### src/rtl/bcpu_gen.sv
// Purpose : accumulator CPU with memory-reference, register-reference and I/O instructions
// Latency : 2+ cycles per memory access (request, then ack); reg-ref/I/O execute in one cycle
// Backpr. : every memory access waits, holding the request stable, until mem_ack is sampled
//
// Ports:
//   clk, rst                 rising-edge clock, asynchronous active-low reset
//   mem_req/we/addr/wdata    request side of the memory handshake (registered)
//   mem_rdata, mem_ack       read data and completion strobe from memory
//   in_data, in_valid        input character strobe (loads INPR, sets FGI)
//   out_data, out_valid      OUTR contents and one-cycle pulse on OUT
//   out_done                 output consumed strobe (sets FGO)
//   halted                   sticky, set once HLT executes
module bcpu_gen #(
  parameter int DW    = 16,  // data/instruction width, >= 16
  parameter int AW    = 12,  // address width, <= DW-4
  parameter int IO_EN = 1    // 0: I/O words are NOPs and interrupts never fire
) (
  input  logic          clk,
  input  logic          rst,
  output logic          mem_req,
  output logic          mem_we,
  output logic [AW-1:0] mem_addr,
  output logic [DW-1:0] mem_wdata,
  input  logic [DW-1:0] mem_rdata,
  input  logic          mem_ack,
  input  logic [7:0]    in_data,
  input  logic          in_valid,
  output logic [7:0]    out_data,
  output logic          out_valid,
  input  logic          out_done,
  output logic          halted
);

  localparam bit            IO_ON = (IO_EN != 0);
  localparam logic [AW-1:0] ONE_A = 1;
  localparam logic [DW-1:0] ONE_D = 1;

  typedef enum logic [4:0] {
    S_FETCH0, S_FETCH1, S_DECODE, S_INDIR,
    S_RD, S_ALU, S_ISZ_INC, S_ISZ_WR,
    S_STA, S_BUN, S_BSA_WR, S_BSA_J,
    S_REG, S_IO, S_INT0, S_INT1, S_HALT
  } state_t;

  typedef struct packed {
    logic          we;
    logic [AW-1:0] addr;
    logic [DW-1:0] wdata;
  } mem_cmd_t;

  state_t        state, state_nxt, exec_state, end_state;
  logic [AW-1:0] pc, ar;
  logic [DW-1:0] ir, ac, dr;
  logic          e;
  logic [7:0]    inpr, outr;
  logic          ien, fgi, fgo;

  mem_cmd_t      cmd;
  logic          mem_need;
  logic          mem_done;
  logic          ir_ind;
  logic [2:0]    ir_op;
  logic [11:0]   sel;
  logic          ien_eff;
  logic          int_go;
  logic          do_inp, do_out;

  assign ir_ind   = ir[DW-1];
  assign ir_op    = ir[DW-2:DW-4];
  assign sel      = ir[11:0];
  // ack is only meaningful against an outstanding request
  assign mem_done = mem_req & mem_ack;
  assign out_data = outr;

  assign do_inp = IO_ON && (state == S_IO) && (sel == 12'h800);
  assign do_out = IO_ON && (state == S_IO) && (sel == 12'h400);

  // ION/IOF take effect for the interrupt decision at the end of their own instruction
  always_comb begin
    ien_eff = ien;
    if (IO_ON && state == S_IO) begin
      if (sel == 12'h080) ien_eff = 1'b1;
      else if (sel == 12'h040) ien_eff = 1'b0;
    end
  end

  assign int_go = IO_ON && ien_eff && (fgi || fgo);

  always_ff @(posedge clk or negedge rst) begin
    if (!rst) state <= S_FETCH0;
    else      state <= state_nxt;
  end

  always_comb begin
    state_nxt  = state;
    mem_need   = 1'b0;
    cmd        = '0;
    end_state  = int_go ? S_INT0 : S_FETCH0;
    exec_state = S_RD;
    case (ir_op)
      3'd3:    exec_state = S_STA;
      3'd4:    exec_state = S_BUN;
      3'd5:    exec_state = S_BSA_WR;
      3'd7:    exec_state = ir_ind ? S_IO : S_REG;
      default: exec_state = S_RD;  // AND, ADD, LDA, ISZ all start with an operand read
    endcase

    case (state)
      S_FETCH0: state_nxt = S_FETCH1;
      S_FETCH1: begin
        mem_need = 1'b1;
        cmd.addr = ar;
        if (mem_done) state_nxt = S_DECODE;
      end
      S_DECODE: state_nxt = (ir_ind && ir_op != 3'd7) ? S_INDIR : exec_state;
      S_INDIR: begin
        mem_need = 1'b1;
        cmd.addr = ar;
        if (mem_done) state_nxt = exec_state;
      end
      S_RD: begin
        mem_need = 1'b1;
        cmd.addr = ar;
        if (mem_done) state_nxt = (ir_op == 3'd6) ? S_ISZ_INC : S_ALU;
      end
      S_ALU:     state_nxt = end_state;
      S_ISZ_INC: state_nxt = S_ISZ_WR;
      S_ISZ_WR: begin
        mem_need  = 1'b1;
        cmd.we    = 1'b1;
        cmd.addr  = ar;
        cmd.wdata = dr;
        if (mem_done) state_nxt = end_state;
      end
      S_STA: begin
        mem_need  = 1'b1;
        cmd.we    = 1'b1;
        cmd.addr  = ar;
        cmd.wdata = ac;
        if (mem_done) state_nxt = end_state;
      end
      S_BUN: state_nxt = end_state;
      S_BSA_WR: begin
        mem_need  = 1'b1;
        cmd.we    = 1'b1;
        cmd.addr  = ar;
        cmd.wdata = {{(DW-AW){1'b0}}, pc};
        if (mem_done) state_nxt = S_BSA_J;
      end
      S_BSA_J: state_nxt = end_state;
      S_REG:   state_nxt = (sel == 12'h001) ? S_HALT : end_state;
      S_IO:    state_nxt = end_state;
      S_INT0:  state_nxt = S_INT1;
      S_INT1: begin
        mem_need  = 1'b1;
        cmd.we    = 1'b1;
        cmd.addr  = '0;
        cmd.wdata = {{(DW-AW){1'b0}}, pc};
        if (mem_done) state_nxt = S_FETCH0;
      end
      S_HALT:  state_nxt = S_HALT;
      default: state_nxt = S_FETCH0;
    endcase
  end

  always_ff @(posedge clk or negedge rst) begin
    if (!rst) begin
      pc        <= '0;
      ar        <= '0;
      ir        <= '0;
      ac        <= '0;
      dr        <= '0;
      e         <= 1'b0;
      inpr      <= '0;
      outr      <= '0;
      ien       <= 1'b0;
      fgi       <= 1'b0;
      fgo       <= 1'b1;
      mem_req   <= 1'b0;
      mem_we    <= 1'b0;
      mem_addr  <= '0;
      mem_wdata <= '0;
      out_valid <= 1'b0;
      halted    <= 1'b0;
    end else begin
      // request is launched from the registered command and frozen until ack
      if (mem_done) begin
        mem_req <= 1'b0;
      end else if (mem_need && !mem_req) begin
        mem_req   <= 1'b1;
        mem_we    <= cmd.we;
        mem_addr  <= cmd.addr;
        mem_wdata <= cmd.wdata;
      end

      out_valid <= 1'b0;

      case (state)
        S_FETCH0: ar <= pc;
        S_FETCH1: if (mem_done) begin
          ir <= mem_rdata;
          pc <= pc + ONE_A;
        end
        S_DECODE: ar <= ir[AW-1:0];
        S_INDIR:  if (mem_done) ar <= mem_rdata[AW-1:0];
        S_RD:     if (mem_done) dr <= mem_rdata;
        S_ALU: begin
          case (ir_op)
            3'd0:    ac <= ac & dr;
            3'd1:    {e, ac} <= {1'b0, ac} + {1'b0, dr};
            3'd2:    ac <= dr;
            default: ;
          endcase
        end
        S_ISZ_INC: dr <= dr + ONE_D;
        S_ISZ_WR:  if (mem_done && dr == '0) pc <= pc + ONE_A;
        S_BUN:     pc <= ar;
        S_BSA_J:   pc <= ar + ONE_A;
        S_REG: begin
          // exact-match decode: zero or multiple selector bits fall to the NOP default
          case (sel)
            12'h800: ac <= '0;
            12'h400: e  <= 1'b0;
            12'h200: ac <= ~ac;
            12'h100: e  <= ~e;
            12'h080: begin ac <= {e, ac[DW-1:1]}; e <= ac[0];    end
            12'h040: begin ac <= {ac[DW-2:0], e}; e <= ac[DW-1]; end
            12'h020: ac <= ac + ONE_D;
            12'h010: if (!ac[DW-1] && ac != '0) pc <= pc + ONE_A;
            12'h008: if (ac[DW-1])              pc <= pc + ONE_A;
            12'h004: if (ac == '0)              pc <= pc + ONE_A;
            12'h002: if (!e)                    pc <= pc + ONE_A;
            12'h001: halted <= 1'b1;
            default: ;
          endcase
        end
        S_IO: begin
          if (IO_ON) begin
            case (sel)
              12'h800: ac[7:0] <= inpr;
              12'h400: begin outr <= ac[7:0]; out_valid <= 1'b1; end
              12'h200: if (fgi) pc <= pc + ONE_A;
              12'h100: if (fgo) pc <= pc + ONE_A;
              12'h080: ien <= 1'b1;
              12'h040: ien <= 1'b0;
              default: ;
            endcase
          end
        end
        S_INT0: ar <= '0;
        S_INT1: if (mem_done) begin
          pc  <= ONE_A;
          ien <= 1'b0;
        end
        default: ;
      endcase

      // flags keep running in every state, including HALT; a strobe beats a clear
      if (IO_ON) begin
        if (do_inp) fgi <= 1'b0;
        if (in_valid) begin
          inpr <= in_data;
          fgi  <= 1'b1;
        end
        if (do_out)   fgo <= 1'b0;
        if (out_done) fgo <= 1'b1;
      end
    end
  end

endmodule

### config.mk
export PLATFORM = sky130hd
export DESIGN_NAME = bcpu_gen
export DESIGN_NICKNAME = d
export VERILOG_FILES = /design/src/rtl/bcpu_gen.sv
export SDC_FILE = /design/constraint.sdc
export NUM_CORES = 1
export LEC_CHECK = 0
export CORE_ASPECT_RATIO = 1.5
export CORE_UTILIZATION = 45
export DETAILED_ROUTE_END_ITERATION = 6
export PLACE_DENSITY = 0.66
export SLEW_MARGIN = 0
export SYNTH_ARGS = -nofsm -noshare
export SYNTH_HDL_FRONTEND = slang
export SYNTH_SLANG_ARGS = --single-unit
### constraint.sdc
create_clock -name clk -period 2.8 [get_ports clk]
set_clock_uncertainty 0.05 [all_clocks]
set_input_delay 0.56 -clock clk [delete_from_list [all_inputs] [get_ports clk]]
set_output_delay 0.56 -clock clk [all_outputs]
set_load 0.01 [all_outputs]
Word-level counts from Yosys, hierarchy flattened
Index checks and enable logic that the tools add are counted.
- register bits: 129
- latch bits: 0
- RAM bits: 0
- ROM bits: 0
- output and inout bits: 40
- word-level logic and storage cells: 183
- memories: 0
- $add $sub $neg: 5
- multiply operators: 0
- div/mod/pow operators: 0
- magnitude comparators: 0
- equality and inequality tests: 57
- shifts and indexed selects: 0
- muxes and demuxes: 55
- bitwise operators: 5
- reduce and logical (&&, ||, !) cells: 42
- operator list (cell ; number):
    2-to-1 mux 12 bit ; 11
    one-hot mux 12 bit (4 select lines) ; 2
    one-hot mux 16 bit (3 select lines) ; 2
    one-hot mux 12 bit (7 select lines) ; 1
    one-hot mux 16 bit (5 select lines) ; 1
    one-hot mux 5 bit (13 select lines) ; 1
    == test 5 x 4 -> 1 bit, second input constant ; 8
    2-to-1 mux 5 bit ; 8
    adder 16 x 1 -> 16 bit, second input constant ; 2
    zero test 16 bit ; 2
    one-hot mux 16 bit (2 select lines) ; 1
    adder 12 x 1 -> 12 bit, second input constant ; 2
    one-hot mux 12 bit (2 select lines) ; 1
    one-hot mux 8 bit (3 select lines) ; 1
    != test 3 bit, second input constant ; 7
    == test 5 x 3 -> 1 bit, second input constant ; 4
    adder 16 x 16 -> 17 bit ; 1
    bitwise AND 16 bit ; 1
    2-to-1 mux 1 bit ; 16
    2-to-1 mux 16 bit ; 1
    inverter 16 bit ; 1
    one-hot mux 4 bit (4 select lines) ; 1
    one-hot mux 8 bit (2 select lines) ; 1
    nonzero test 16 bit ; 1
    other kinds (50) ; 87

Logic depth before layout (Yosys ltp)
- depth after elaboration: 8
- gate-level depth with buffers: 14
- gate-level depth less buffers: 11

Least setup slack after synthesis
Ideal clock, no wire load.
- kind: register to register
- from: register state[4]
- to: register pc[10]
- arrival: 2655 ps
- setup slack: -29 ps
- cell stages (with the launch flop): 14
- buffers on the path: 2
- period minus slack after synthesis: 2829 ps
- path through: dfrtp_1 or3b_2 clkbuf_1 nor2_2 clkbuf_1 nand2_1 nand2_1 ha_1 inv_1 a21oi_1 o21ai_1 xor2_1 a22oi_1 a21oi_1
- word-level cells in the longest chain between the ends: 3
- ends and longest elaborated chain (element ; line ; RTL):
    start, declared ; 51 ; state_t state, state_nxt, exec_state, end_state;
    start signal, assigned ; 91 ; else state <= state_nxt;
    == test 5 x 4 -> 1 bit, or another cell as far along ; 198 ; case (state)
    != test 5 x 1 -> 1 bit (no line), or another cell as far along ; - ;
    AND reduction 12 bit (no line) ; - ;
    end signal, assigned ; 202 ; pc <= pc + ONE_A;
    end signal, assigned ; 216 ; S_ISZ_WR: if (mem_done && dr == '0) pc <= pc + ONE_A;
    end signal, assigned ; 217 ; S_BUN: pc <= ar;
    end, declared ; 52 ; logic [AW-1:0] pc, ar;
Several ways; a longest one is shown, not always the timed one.
A chain may end at the register's enable or synchronous reset.

Worst setup path after layout
- from: register ac[9]
- to: register pc[9]
- word-level cells in the longest chain between the ends: 4
- ends and longest elaborated chain (element ; line ; RTL):
    start, declared ; 53 ; logic [DW-1:0] ir, ac, dr;
    start signal, assigned ; 209 ; 3'd0: ac <= ac & dr;
    start signal, assigned ; 210 ; 3'd1: {e, ac} <= {1'b0, ac} + {1'b0, dr};
    start signal, assigned ; 211 ; 3'd2: ac <= dr;
    nonzero test 16 bit ; 229 ; 12'h010: if (!ac[DW-1] && ac != '0) pc <= pc + ONE_A;
    logical AND 1 bit ; 229 ;
    != test 3 bit (no line) ; - ;
    AND reduction 12 bit (no line) (*) ; - ;
    end signal, assigned ; 229 ;
    end signal, assigned ; 230 ; 12'h008: if (ac[DW-1]) pc <= pc + ONE_A;
    end signal, assigned ; 231 ; 12'h004: if (ac == '0) pc <= pc + ONE_A;
Mark *: on every way between the ends. The rest lies on a longest branch, timed or not.

==> impl.org <==
** Worst hold path
- In this run the most critical hold path is launched from halted.
- Hold path cells :: 1
- The min-delay analysis places its worst path in the category reg -> reg.
- Endpoint of the worst hold-timing path :: halted

** Yosys
- The most used flip-flop cell after synthesis is dfrtp_1.
- In this run, synthesis produced a sequential element count of 129.
- Dividing the synthesized area by the synthesized cell count gives 8.20 sq um.
- During synthesis, Yosys emitted a total of 0 warnings.
- In this run, synthesis inferred 0 flip-flops with an integrated enable.
- When the netlist entered floorplanning its net count stood at 1174.
- Gate count after technology mapping :: 1123
- For this run, asynchronously set or reset flops after synthesis account for 1.00.
- The synthesized netlist contains 80 unique library cells.
- Netlist Area Pre-Place :: 0.00921 sq mm
- For this run, the register share of the synthesized area comes to 0.351.

** Placement
- Pre-CTS setup slack :: -0.307 ns
- Post-detail-place hpwl :: 27100 um
- The congestion estimate from routability-driven global placement came to 0.990.
- Port-buffer cells :: 68
- Placed instance area :: 0.0109 sq mm

** Floorplanning
- After floorplanning, the core was sized to cover 0.0199 sq mm.
- Area of the die :: 0.0210 sq mm
- Die width :: 119 um
- Effective utilization at floorplan :: 0.462
- Std cell rows :: 63
- In this run the vertical extent of the chip is 177 um.
- 69 I/O pins were placed.

** Setup path
- Register-to-register setup slack :: -0.01 ns
- Critical path start-end classification :: reg -> reg
- The worst register-to-register path has a depth of 7.
- Data arrival time of the critical path :: 3.09 ns
- Maximum fanout encountered on the critical timing path :: 5
- The endpoint identified for the worst register-to-register timing path is pc[9].
- The worst setup path is launched from a register.
- Worst Path Required :: 3.08 ns
- In this run the critical register-to-register path is launched from ac[9].
- Critical Path Sink Type :: register

** Clocking
- After clock tree synthesis, the clock-pin slew on the worst setup and hold paths is 0.06 ns.
- Clock latency on the worst-skew pair :: 0.45 ns
- The clock passes through at most 2 buffers.
- TritonCTS clock tree :: done
- CTS placed an instance of clkbuf_16 at the clock tree root.
- H-tree level count :: 4
- For this design, the sink count on the clock tree is 129.
- Counting the buffers created by CTS gives 17.

** Route
- Per-cell via count in the routed design :: 6.56
- Total routed wirelength :: 35800 um
- The detail route stage leaves a number of antenna-violating nets equal to 0.
- Average wire length per cell after detail routing :: 23.4 um
- The first TritonRoute pass finished after 7 iterations.
- The detailed router finished its first iteration with 1017 violations.
- Number of design rule violations left after detail routing :: 6
- Detailed routing inserted a total of 10000 vias.

** Global routing
- The via count of the first global-routing pass came to 9473.
- First-pass GRT wire length :: 54500 um
- The number of antenna violations at the first check in global routing was 0.
- Entering global routing, the biggest net connects 54 pins.
- Overall track demand over capacity in global routing :: 0.345
- Total gr overflow :: 0

** STA
- Setup repair after global routing could not meet its margin everywhere.
- The max-slew violation count came to 0.
- In the finished design, the share of the clock period the worst path needs comes to 1.00.
- Top achievable clock speed :: 0.356 GHz
- Setup slack on the critical path of the routed design comes to -0.0101 ns.
- In this run the tightest slew margin relative to its limit is 0.273.
- For the pin with the worst max-slew slack, the measured transition is 1.09 ns.
- Post-layout minimum cycle time :: 2.81 ns
- Setup violations remaining at the end of the flow were counted as 1.
- Final hold violations :: 0
- Hold_ws :: 0.429 ns

** Pwr
- Net switching power :: 0.00706 W
- Internal :: 0.00775 W
- Combinational fraction of design power :: 0.603
- Dividing total power by cell area gives a power density of 1280 mW/mm^2.
- Part of the total power dissipated in sequential elements :: 0.238
- Switching portion of total power :: 0.477
- Across the VDD grid, the largest voltage drop is 0.757 mV.
- Clock power frac :: 0.158
- Static leakage power :: 4.75 nW

** Finish
- Core occupancy in the finished layout :: 0.580
- Fin area :: 0.0116 sq mm
- Diodes inserted :: 0
- Compared with the post-synthesis result, the final layout area differs by 25.5%.
- Final net count :: 1306
- In the final layout, the share of cells above drive strength 1 is 0.189.

** Status
- The flow ran to the end, but the final reports show violations.
- The checks that failed: design-rule violations, negative setup slack.

** Flow run
- Reported max-cap violation count :: 0
## cell usage in the layout (no fill, tap or decap), drive strengths merged, types with 13 or more instances in the layout
cell           instances
clkbuf                17
a222oi                26
nor2b                 21
clkdlybuf4s50         67
ha                    21
a21oi                 93
o22ai                 14
o21ai                101
a22oi                 28
a31oi                 25
inv                   19
nor2                  92
nand2                122
a22o                  13
nand3                 38
dfrtp                128
buf                  146
a211oi                13
nor3                  34
mux2                  34
## timing repair
item                                   4_1_cts  5_1_grt
gates resized for setup                      0       12
hold buffers                                 1        0
buffers inserted                             0        5
endpoints found under the hold margin       26        0
setup endpoints to repair                    0        8
## sequential cells by signal, indices dropped and copies added, names as in the netlist, 5 cells and up
name	cells
ir	16
pc	12
mem_addr	12
inpr	8
mem_wdata	16
ac	16
ar	12
out_data	8
state	5
dr	16
## worst max-delay path by stage
stage	slack (ns)	depth (start not counted)	endpoint	start
after floorplan	0.06	13	pc[10]	state[4]
after global placement	-0.22	9	pc[7]	mem_ack
after detailed placement	-0.31	9	pc[0]	mem_ack
after CTS	0.02	8	pc[0]	ac[9]
after global routing	-0.07	8	pc[9]	dr[9]
final	-0.01	7	pc[9]	ac[9]
## critical path, stage by stage (launching register included)
cell	delay, ns
dfrtp_1	0.48
nor4_2	0.50
and4_2	0.37
o21ai_0	0.10
a32o_1	0.34
a211oi_4	0.38
buf_4	0.17
mux2_2	0.31
## cell families (layout without fill, tap and decap cells)
| logic type | count (synthesis) | after routing | synth area share |
|---|---|---|---|
| AOI/OAI and AO/OA | 401 | 401 | 0.289 |
| xor gates and xnor gates | 15 | 15 | 0.0143 |
| adders and majority gates | 22 | 22 | 0.0307 |
| buffers and inverters | 117 | 262 | 0.0546 |
| DFF | 129 | 129 | 0.351 |
| muxes | 39 | 39 | 0.0470 |
| and+or+nand+nor | 400 | 400 | 0.214 |
## power groups by stage
stage	Sequential (W)	Combinational, W	Clock (W)
2_1_floorplan	0.00317	0.00544	0
3_3_place_gp	0.00348	0.00850	0
3_5_place_dp	0.00350	0.00858	0
4_1_cts	0.00347	0.00863	0.00236
5_1_grt	0.00359	0.00963	0.00244
6_report	0.00353	0.00894	0.00235
## cells in the mapped netlist (25+ instances only)
master	number	area share
nor2_1	91	0.037
a31oi_1	25	0.017
mux2_2	34	0.042
dfrtp_1	128	0.35
o21ai_0	98	0.053
nand3_1	38	0.021
clkbuf_1	75	0.031
nand2_1	122	0.050
a22oi_1	28	0.023
nor3_1	33	0.018
a21oi_1	92	0.050
a222oi_1	26	0.028
## through the flow
stage               total power, W  cells  setup TNS [ns]
global placement            0.0120   1490           -2.03
finish                      0.0148   1528         -0.0101
floorplan                  0.00861   1123               0
CTS                         0.0145   1523               0
detailed placement          0.0121   1490           -2.86
global route                0.0157   1528          -0.251
## layer usage
layer  part of all wire  GRT usage  vias to the layer above
met4              0.085      0.284                        0
li1                   -          -                     4517
met5                  0          0                        -
met1               0.36      0.383                     4817
met2               0.49      0.582                      525
met3              0.063     0.0535                      165
## cell type report
cell class	instances	area, sq um
Fill cell	1843	8380
Multi-Input combinational cell	877	5530
Sequential cell	129	3230
Timing Repair Buffer	214	1810
Clock buffer	17	425
Tap cell	260	325
Clock inverter	15	181
Inverter	16	60.1
Power figures use the tool's default switching activity.
